--- src/rtl/roberto_rx_medidas.sv ---
// Host-side receiver for the robot's 7O1 distance frames.
// Turns "ddd,ddd,ddd#" into three 3-digit BCD distance registers.
//
// Ports:
//   clock          in   system clock
//   reset          in   asynchronous reset, active low
//   entrada_serial in   UART line from the robot, idle high
//   medida1..3     out  sensor distances, BCD, hundreds in [11:8]
//   medida_valida  out  one-cycle pulse when medida1..3 were just loaded
//   erro_paridade  out  one-cycle pulse on a parity error
//   erro_frame     out  one-cycle pulse on stop-bit or frame-format error
//   db_estado      out  bit-FSM state code (debug)
module roberto_rx_medidas #(
    parameter int TICKS_BIT  = 434,
    parameter int TICKS_HALF = TICKS_BIT / 2
) (
    input  logic        clock,
    input  logic        reset,
    input  logic        entrada_serial,
    output logic [11:0] medida1,
    output logic [11:0] medida2,
    output logic [11:0] medida3,
    output logic        medida_valida,
    output logic        erro_paridade,
    output logic        erro_frame,
    output logic [2:0]  db_estado
);

    localparam int CW = $clog2(TICKS_BIT + 1);

    typedef enum logic [2:0] {
        IDLE     = 3'd0,
        START    = 3'd1,
        DATA     = 3'd2,
        PARIDADE = 3'd3,
        STOP     = 3'd4
    } state_t;

    // ------------------------------------------------------------
    // Bit level
    // ------------------------------------------------------------
    logic          sync1_q, sync2_q, prev_q;
    state_t        state_q, state_d;
    logic [CW-1:0] cnt_q, cnt_d;
    logic [2:0]    nbit_q, nbit_d;
    logic [6:0]    shift_q, shift_d;
    logic          par_q, par_d;
    logic [6:0]    char_q, char_d;
    logic          char_ok_q, char_ok_d;
    logic          perr_q, perr_d;
    logic          ferr_q, ferr_d;

    logic tick_half, tick_bit;
    assign tick_half = (cnt_q == CW'(TICKS_HALF - 1));
    assign tick_bit  = (cnt_q == CW'(TICKS_BIT - 1));

    always_comb begin
        state_d   = state_q;
        cnt_d     = cnt_q + CW'(1);
        nbit_d    = nbit_q;
        shift_d   = shift_q;
        par_d     = par_q;
        char_d    = char_q;
        char_ok_d = 1'b0;
        perr_d    = 1'b0;
        ferr_d    = 1'b0;
        case (state_q)
            IDLE: begin
                cnt_d = '0;
                if (prev_q && !sync2_q)
                    state_d = START;
            end
            START: begin
                if (tick_half) begin
                    cnt_d   = '0;
                    nbit_d  = '0;
                    // line back high at mid start bit: glitch, ignore
                    state_d = sync2_q ? IDLE : DATA;
                end
            end
            DATA: begin
                if (tick_bit) begin
                    cnt_d   = '0;
                    shift_d = {sync2_q, shift_q[6:1]};
                    nbit_d  = nbit_q + 3'd1;
                    if (nbit_q == 3'd6)
                        state_d = PARIDADE;
                end
            end
            PARIDADE: begin
                if (tick_bit) begin
                    cnt_d   = '0;
                    par_d   = sync2_q;
                    state_d = STOP;
                end
            end
            STOP: begin
                if (tick_bit) begin
                    cnt_d   = '0;
                    state_d = IDLE;
                    // framing error wins over parity error
                    if (!sync2_q)
                        ferr_d = 1'b1;
                    else if (!(^{shift_q, par_q}))
                        perr_d = 1'b1;
                    else begin
                        char_ok_d = 1'b1;
                        char_d    = shift_q;
                    end
                end
            end
            default: state_d = IDLE;
        endcase
    end

    always_ff @(posedge clock or negedge reset) begin
        if (!reset) begin
            sync1_q   <= 1'b1;
            sync2_q   <= 1'b1;
            prev_q    <= 1'b1;
            state_q   <= IDLE;
            cnt_q     <= '0;
            nbit_q    <= '0;
            shift_q   <= '0;
            par_q     <= 1'b0;
            char_q    <= '0;
            char_ok_q <= 1'b0;
            perr_q    <= 1'b0;
            ferr_q    <= 1'b0;
        end else begin
            sync1_q   <= entrada_serial;
            sync2_q   <= sync1_q;
            prev_q    <= sync2_q;
            state_q   <= state_d;
            cnt_q     <= cnt_d;
            nbit_q    <= nbit_d;
            shift_q   <= shift_d;
            par_q     <= par_d;
            char_q    <= char_d;
            char_ok_q <= char_ok_d;
            perr_q    <= perr_d;
            ferr_q    <= ferr_d;
        end
    end

    // ------------------------------------------------------------
    // Frame parser
    // ------------------------------------------------------------
    logic [3:0]       idx_q, idx_d;
    logic             resync_q, resync_d;
    logic [11:0][3:0] sh_q;
    logic [11:0]      m1_q, m2_q, m3_q;
    logic             valida_q, valida_d;
    logic             fperr_q, fperr_d;
    logic             wr, load;

    logic is_digit, is_comma, is_hash;
    logic want_comma, want_hash, want_digit;

    assign is_digit   = (char_q[6:4] == 3'b011) && (char_q[3:0] <= 4'd9);
    assign is_comma   = (char_q == 7'h2C);
    assign is_hash    = (char_q == 7'h23);
    assign want_comma = (idx_q == 4'd3) || (idx_q == 4'd7);
    assign want_hash  = (idx_q == 4'd11);
    assign want_digit = !want_comma && !want_hash;

    always_comb begin
        idx_d    = idx_q;
        resync_d = resync_q;
        valida_d = 1'b0;
        fperr_d  = 1'b0;
        wr       = 1'b0;
        load     = 1'b0;
        if (perr_q || ferr_q) begin
            resync_d = 1'b1;
        end else if (char_ok_q) begin
            if (resync_q) begin
                if (is_hash) begin
                    resync_d = 1'b0;
                    idx_d    = '0;
                end
            end else if (want_digit && is_digit) begin
                wr    = 1'b1;
                idx_d = idx_q + 4'd1;
            end else if (want_comma && is_comma) begin
                idx_d = idx_q + 4'd1;
            end else if (want_hash && is_hash) begin
                load     = 1'b1;
                valida_d = 1'b1;
                idx_d    = '0;
            end else if (is_hash) begin
                // misplaced terminator is itself a resync point
                fperr_d = 1'b1;
                idx_d   = '0;
            end else begin
                fperr_d  = 1'b1;
                resync_d = 1'b1;
            end
        end
    end

    always_ff @(posedge clock or negedge reset) begin
        if (!reset) begin
            idx_q    <= '0;
            resync_q <= 1'b0;
            sh_q     <= '0;
            m1_q     <= '0;
            m2_q     <= '0;
            m3_q     <= '0;
            valida_q <= 1'b0;
            fperr_q  <= 1'b0;
        end else begin
            idx_q    <= idx_d;
            resync_q <= resync_d;
            valida_q <= valida_d;
            fperr_q  <= fperr_d;
            if (wr)
                sh_q[idx_q] <= char_q[3:0];
            if (load) begin
                m1_q <= {sh_q[0], sh_q[1], sh_q[2]};
                m2_q <= {sh_q[4], sh_q[5], sh_q[6]};
                m3_q <= {sh_q[8], sh_q[9], sh_q[10]};
            end
        end
    end

    assign medida1       = m1_q;
    assign medida2       = m2_q;
    assign medida3       = m3_q;
    assign medida_valida = valida_q;
    assign erro_paridade = perr_q;
    assign erro_frame    = ferr_q | fperr_q;
    assign db_estado     = state_q;

endmodule
--- config.mk ---
export PLATFORM = sky130hd
export DESIGN_NAME = roberto_rx_medidas
export DESIGN_NICKNAME = d
export VERILOG_FILES = /design/src/rtl/roberto_rx_medidas.sv
export SDC_FILE = /design/constraint.sdc
export NUM_CORES = 1
export LEC_CHECK = 0
export BUFFER_PORTS_ARGS = -buffer_cell sky130_fd_sc_hd__buf_2
export CORE_ASPECT_RATIO = 0.5
export CORE_UTILIZATION = 60
export DETAILED_ROUTE_END_ITERATION = 8
export PLACE_DENSITY = 0.8
export SYNTH_ARGS = -nofsm -noshare
export SYNTH_HDL_FRONTEND = slang
export SYNTH_SLANG_ARGS = --single-unit
--- constraint.sdc ---
create_clock -name clock -period 3.95 [get_ports clock]
set_clock_uncertainty 0.1 [all_clocks]
set_input_delay 0.79 -clock clock [delete_from_list [all_inputs] [get_ports clock]]
set_output_delay 0.79 -clock clock [all_outputs]
set_load 0.02 [all_outputs]
* Yosys cells after proc, flatten, opt, wreduce, memory -nomap -nowiden
Cells that the tools add are included.
Storage, ports and cells: bits in registers 127, input port bits 3, output and inout bits 42, logic and storage cells 137
Cells by class: add/sub/neg operators 3, order comparisons 3, equality and inequality tests 19, muxes and demuxes 56, bitwise operators 2, reduce and logical (&&, ||, !) cells 23
Operator list (number):
- $bwmux W48 | 1
- $mux W1 | 34
- $pmux W9 S3 | 1
- $mux W3 | 8
- $mux W4 | 6
- $mux W9 | 2
- $demux W4 S4 | 1
- $pmux W3 S5 | 1
- $eq A7 B6 Y1 const B | 2
- $ne A2 B2 Y1 const B | 6
- $add A9 B1 Y9 const B | 1
- $eq A3 B2 Y1 const B | 3
- $eq A9 B8 Y1 const B | 1
- $eq A9 B9 Y1 const B | 1
- $reduce_xor A8 Y1 | 1
- $logic_and A1 B1 Y1 | 7
- $eq A3 B3 Y1 const B | 2
- $pmux W3 S2 | 1
- $reduce_and A2 Y1 | 3
- $reduce_and A6 Y1 | 1
- $lt A4 B5 Y1 const B | 1
- $add A4 B1 Y4 const B | 1
- $eq A4 B2 Y1 const B | 1
- $eq A4 B3 Y1 const B | 1
- other kinds (15) | 19

* Depth between registers and ports, before layout
depth after elaboration 9, gate-level depth with buffers 8, mapped depth without buffers 7

* Worst setup path after synthesis
OpenSTA, ideal clock, no wires.
path kind flip-flop to flip-flop, from register idx_q[0], to register m1_q[0] (netlist: medida1[0]), library setup time 125 ps, arrival time 2026 ps, required time 3725 ps, slack 1699 ps, cell stages (with the launch flop) 8, path buffers 1, clock period less this slack 2251 ps, cells stage by stage dfrtp_1 > ha_1 > or4b_1 > nor3_1 > nor2_1 > nand3_4 > buf_8 > mux2_4
Between the ends: word-level cells in the longest chain between the ends 9, elaborated cells between the ends (all ways) 16, those cells by class eq/ne (3); mux (6); reduce/logical (7)
RTL lines:
- start, declared | line 149 | logic [3:0] idx_q, idx_d;
- start signal, assigned | line 213 | idx_q <= idx_d;
- $eq A4 B2 Y1 or $eq A4 B3 Y1 (tied branches) | line 163 | assign want_comma = (idx_q == 4'd3) || (idx_q == 4'd7);
- $logic_or A1 B1 Y1 | line 163
- $logic_not A1 Y1 | line 165 | assign want_digit = !want_comma && !want_hash;
- $logic_and A1 B1 Y1 | line 165
- $logic_and A1 B1 Y1 | line 182 | end else if (want_digit && is_digit) begin
- $mux W1 * | line 182
- $mux W1 * | line 177 | if (resync_q) begin
- $mux W1 * | line 176 | end else if (char_ok_q) begin
- $mux W1 * | line 174 | if (perr_q || ferr_q) begin
- end signal, assigned | line 220 | m1_q <= {sh_q[0], sh_q[1], sh_q[2]};
- end, declared | line 152 | logic [11:0] m1_q, m2_q, m3_q;
Every way passes the cells marked *; elsewhere a longest branch is shown, timed or not. A chain may end at the register's enable or synchronous reset.

* Worst setup path after layout
from register idx_q[1], to register m3_q[5] (netlist: medida3[5])
Between the ends: word-level cells in the longest chain between the ends 9, elaborated cells between the ends (all ways) 16, those cells by class eq/ne (3); mux (6); reduce/logical (7)
RTL lines:
- $eq A4 B2 Y1 or $eq A4 B3 Y1 (tied branches) | line 163
- $logic_or A1 B1 Y1 | line 163
- $logic_not A1 Y1 | line 165
- $logic_and A1 B1 Y1 | line 165
- $logic_and A1 B1 Y1 | line 182
- $mux W1 * | line 182
- $mux W1 * | line 177
- $mux W1 * | line 176
- $mux W1 * | line 174
- end signal, assigned | line 222 | m3_q <= {sh_q[8], sh_q[9], sh_q[10]};
- end, declared | line 152
Marked as above.

==> flow_summary.toml <==
[run_status]
status = "finished clean"

[flow_run]
cap_violations = 0

[sta]
final.setup.worst_slack_ns = 1.06
rsz0062_at_grt = "no"
slew_viol_final = 0
fmax_mhz = 346
finalCritPeriodShare_pct = 73.1
period_needed_ns = 2.89
fin_setup_tns_ns = 0
slew_headroom_pct = 53.3
finalSetupViolations = 0
tightest_slew_ns = 0.701
hold_viol = 0

[critical_path]
cp.arrival_ns = 3.08
crit_type = "flop to flop"
endpoint_kind = "flop"
cp-startpoint = "idx_q[1]$_DFFE_PN0P_"
critPathLaunchType = "flop"
r2r_start = "idx_q[1]$_DFFE_PN0P_"
critPathMaxFanout = 37
reg2regPathDepth = 6
critical_path_required_ns = 4.14

[finish]
fillers = 485
layout-drive-gt1-share_pct = 41.3
n_antenna_cell = 0
multi_input_area_sq_um = 2010
fin_area_sq_um = 6000
final_net_count = 425
area_delta_synth_final_pct = 20.0
fin_util_pct = 74.7
final-seq-area_sq_um = 2880

[route]
first_pass_iters = 7
vias_per_cell = 5.73
num_vias = 3081
drt.antenna.violating_nets = 0
drt_iter0_markers = 228
detail_route.wl_per_cell_um = 18.4
drt_wl_total_um = 9910
drc = 0

[power]
power_density_nw_per_um2 = 528
internal-power_mw = 2.50
pwr-share-comb_pct = 3.9
swShare_pct = 20.9
p_sw_mw = 0.662
clock_power_share_pct = 55.9
vdd_drop_max_uv = 363
seqPwrFrac_pct = 40.1
leakage_nw = 3.10

[synth]
dominantRegCellSynth = "dfrtp_1"
yosysSeqAreaShare_pct = 57.7
synth_most_common_cell = "dfrtp_1"
ys_warn_count = 0
ys_seq_elements = 115
synth_cell_types = 48
synth.area.top_cells = "dfrtp_1 56%, mux2_2 13%, mux2_4 8.7%, ha_1 2.3%, nand3_1 2.1%"
synthArstFlopShare_pct = 100
avgSynthCellArea_sq_um = 13.9
syn_area_sq_um = 5000
synth_nets = 372
synthTopCellsByCount = "112 x dfrtp_1, 58 x mux2_2, 29 x mux2_4, 22 x nor2_1, 21 x nand3_1"
synth_edf_count = 0
syn_inst = 360
synth_top_area_share_pct = 56.1
synth_top_area_cell = "dfrtp_1"

[clocking]
cts_tree = "done"
hold_buffers = 0
clk_pin_slew_ns = 0.06
htree_levels = 4
cts_setup_buffers = 0
clock_path_buffers = 2
numClockSinks = 115
cts_resized = 0
cts_buffers = 17
clock_latency_ns = 0.41
cts-root-buf = "clkbuf_16"

[grt]
grt_overflow = 0
grt_pass1_vias = 3216
grt_antenna_before_repair = 0
grt_pass1_wl_um = 16400
grt_max_degree = 115
grt_usage_pct = 26.0

[placement]
place_congestion = 0.909
hpwl_um = 5920
io_buffers = 44
dpl-instance-area_sq_um = 5300
place_ws_ns = 1.16

[floorplanning]
die_area_sq_um = 8720
start_util_pct = 62.2
chipHeight_um = 66.5
die_w_um = 131
coreArea_sq_um = 8030
fp-row-count = 23
ioPinCount = 45

[hold_path]
hp-class = "primary input to async pin"
## logic make-up after synthesis
| kind of cell | after synthesis | share of synthesized area [%] |
|---|---|---|
| simple gates | 95 | 10.9 |
| flops | 115 | 57.7 |
| fa+ha+maj | 9 | 2.25 |
| compound gates | 21 | 2.75 |
| mux | 87 | 21.8 |
| buf+inv | 18 | 2.05 |
| xor+xnor | 15 | 2.63 |
## cells in the final DEF (no fill, tap or decap), drive strengths merged, types with 2 or more instances in the layout
| cell | count |
|---|---|
| nand3 | 22 |
| nand4 | 3 |
| dfstp | 3 |
| buf | 45 |
| or4b | 2 |
| and2 | 2 |
| clkinv | 2 |
| dfrtp | 112 |
| clkbuf | 20 |
| a21oi | 2 |
| xor2 | 4 |
| inv | 8 |
| nor3 | 8 |
| nor2 | 22 |
| clkinvlp | 3 |
| o21ai | 9 |
| bufinv | 6 |
| nor2b | 4 |
| nor4 | 2 |
| xnor2 | 11 |
| ha | 9 |
| nand2 | 17 |
| mux2 | 87 |
| and3 | 3 |
## power by group through the flow
stage	registers [mW]	logic [mW]	clock network, mW
3_5_place_dp	1.29	0.126	0
6_report	1.27	0.124	1.77
5_1_grt	1.28	0.146	1.85
2_1_floorplan	1.27	0.0836	0
4_1_cts	1.27	0.127	1.79
3_3_place_gp	1.28	0.116	0
## area by class of cell
| cell class | count | area share [%] |
|---|---|---|
| Sequential cell | 115 | 48.1 |
| Inverter | 7 | 0.438 |
| Multi-Input combinational cell | 227 | 33.6 |
| Timing Repair Buffer | 45 | 4.05 |
| Tap cell | 112 | 2.34 |
| Clock buffer | 20 | 7.78 |
| Clock inverter | 12 | 3.76 |
## registers in the layout (all words and copies together) (netlist names)
name,count
char_ok_q,1
par_q,1
resync_q,1
prev_q,1
sync2_q,1
char_q,7
db_estado,3
medida1,12
cnt_q,9
sh_q,36
idx_q,4
medida3,12
medida_valida,1
nbit_q,3
shift_q,7
fperr_q,1
ferr_q,1
erro_paridade,1
sync1_q,1
medida2,12
## stage by stage
stage | cells | power, mW | hold slack [ns]
5_1_grt | 538 | 3.27 | 0.0489
3_5_place_dp | 506 | 1.41 | 0.249
4_1_cts | 538 | 3.19 | 0.0570
2_1_floorplan | 360 | 1.36 | 0.245
3_3_place_gp | 506 | 1.40 | 0.247
6_report | 538 | 3.17 | 0.0647
## worst max-delay path, cell delays in order (launching register included)
cell,delay [ns]
dfrtp_1,0.46
ha_1,0.26
or4b_1,0.45
nor3_1,0.33
nor2_1,0.18
nand3_4,0.55
mux2_2,0.41
## final timing paths
| check | slack (ns) | to |
|---|---|---|
| hold reg to reg | 0.26 | sync2_q$_DFF_PN1_ |
| min in group clock | 0.26 | sync2_q$_DFF_PN1_ |
| setup / recovery | 1.06 | medida3[5]$_DFFE_PN0P_ |
| max in group asynchronous | 2.94 | cnt_q[7]$_DFF_PN0_ |
| setup reg to reg | 1.06 | medida3[5]$_DFFE_PN0P_ |
| hold / removal | 0.06 | medida1[7]$_DFFE_PN0P_ |
## layer usage
layer	vias up	GRT usage (%)	part of all wire, %
met4	0	11.9	1.4
met2	84	45.0	52
met1	1592	30.8	42
met3	19	6.75	4.1
met5	-	0	0
li1	1386	-	-
(Power assumes the default switching activity.)
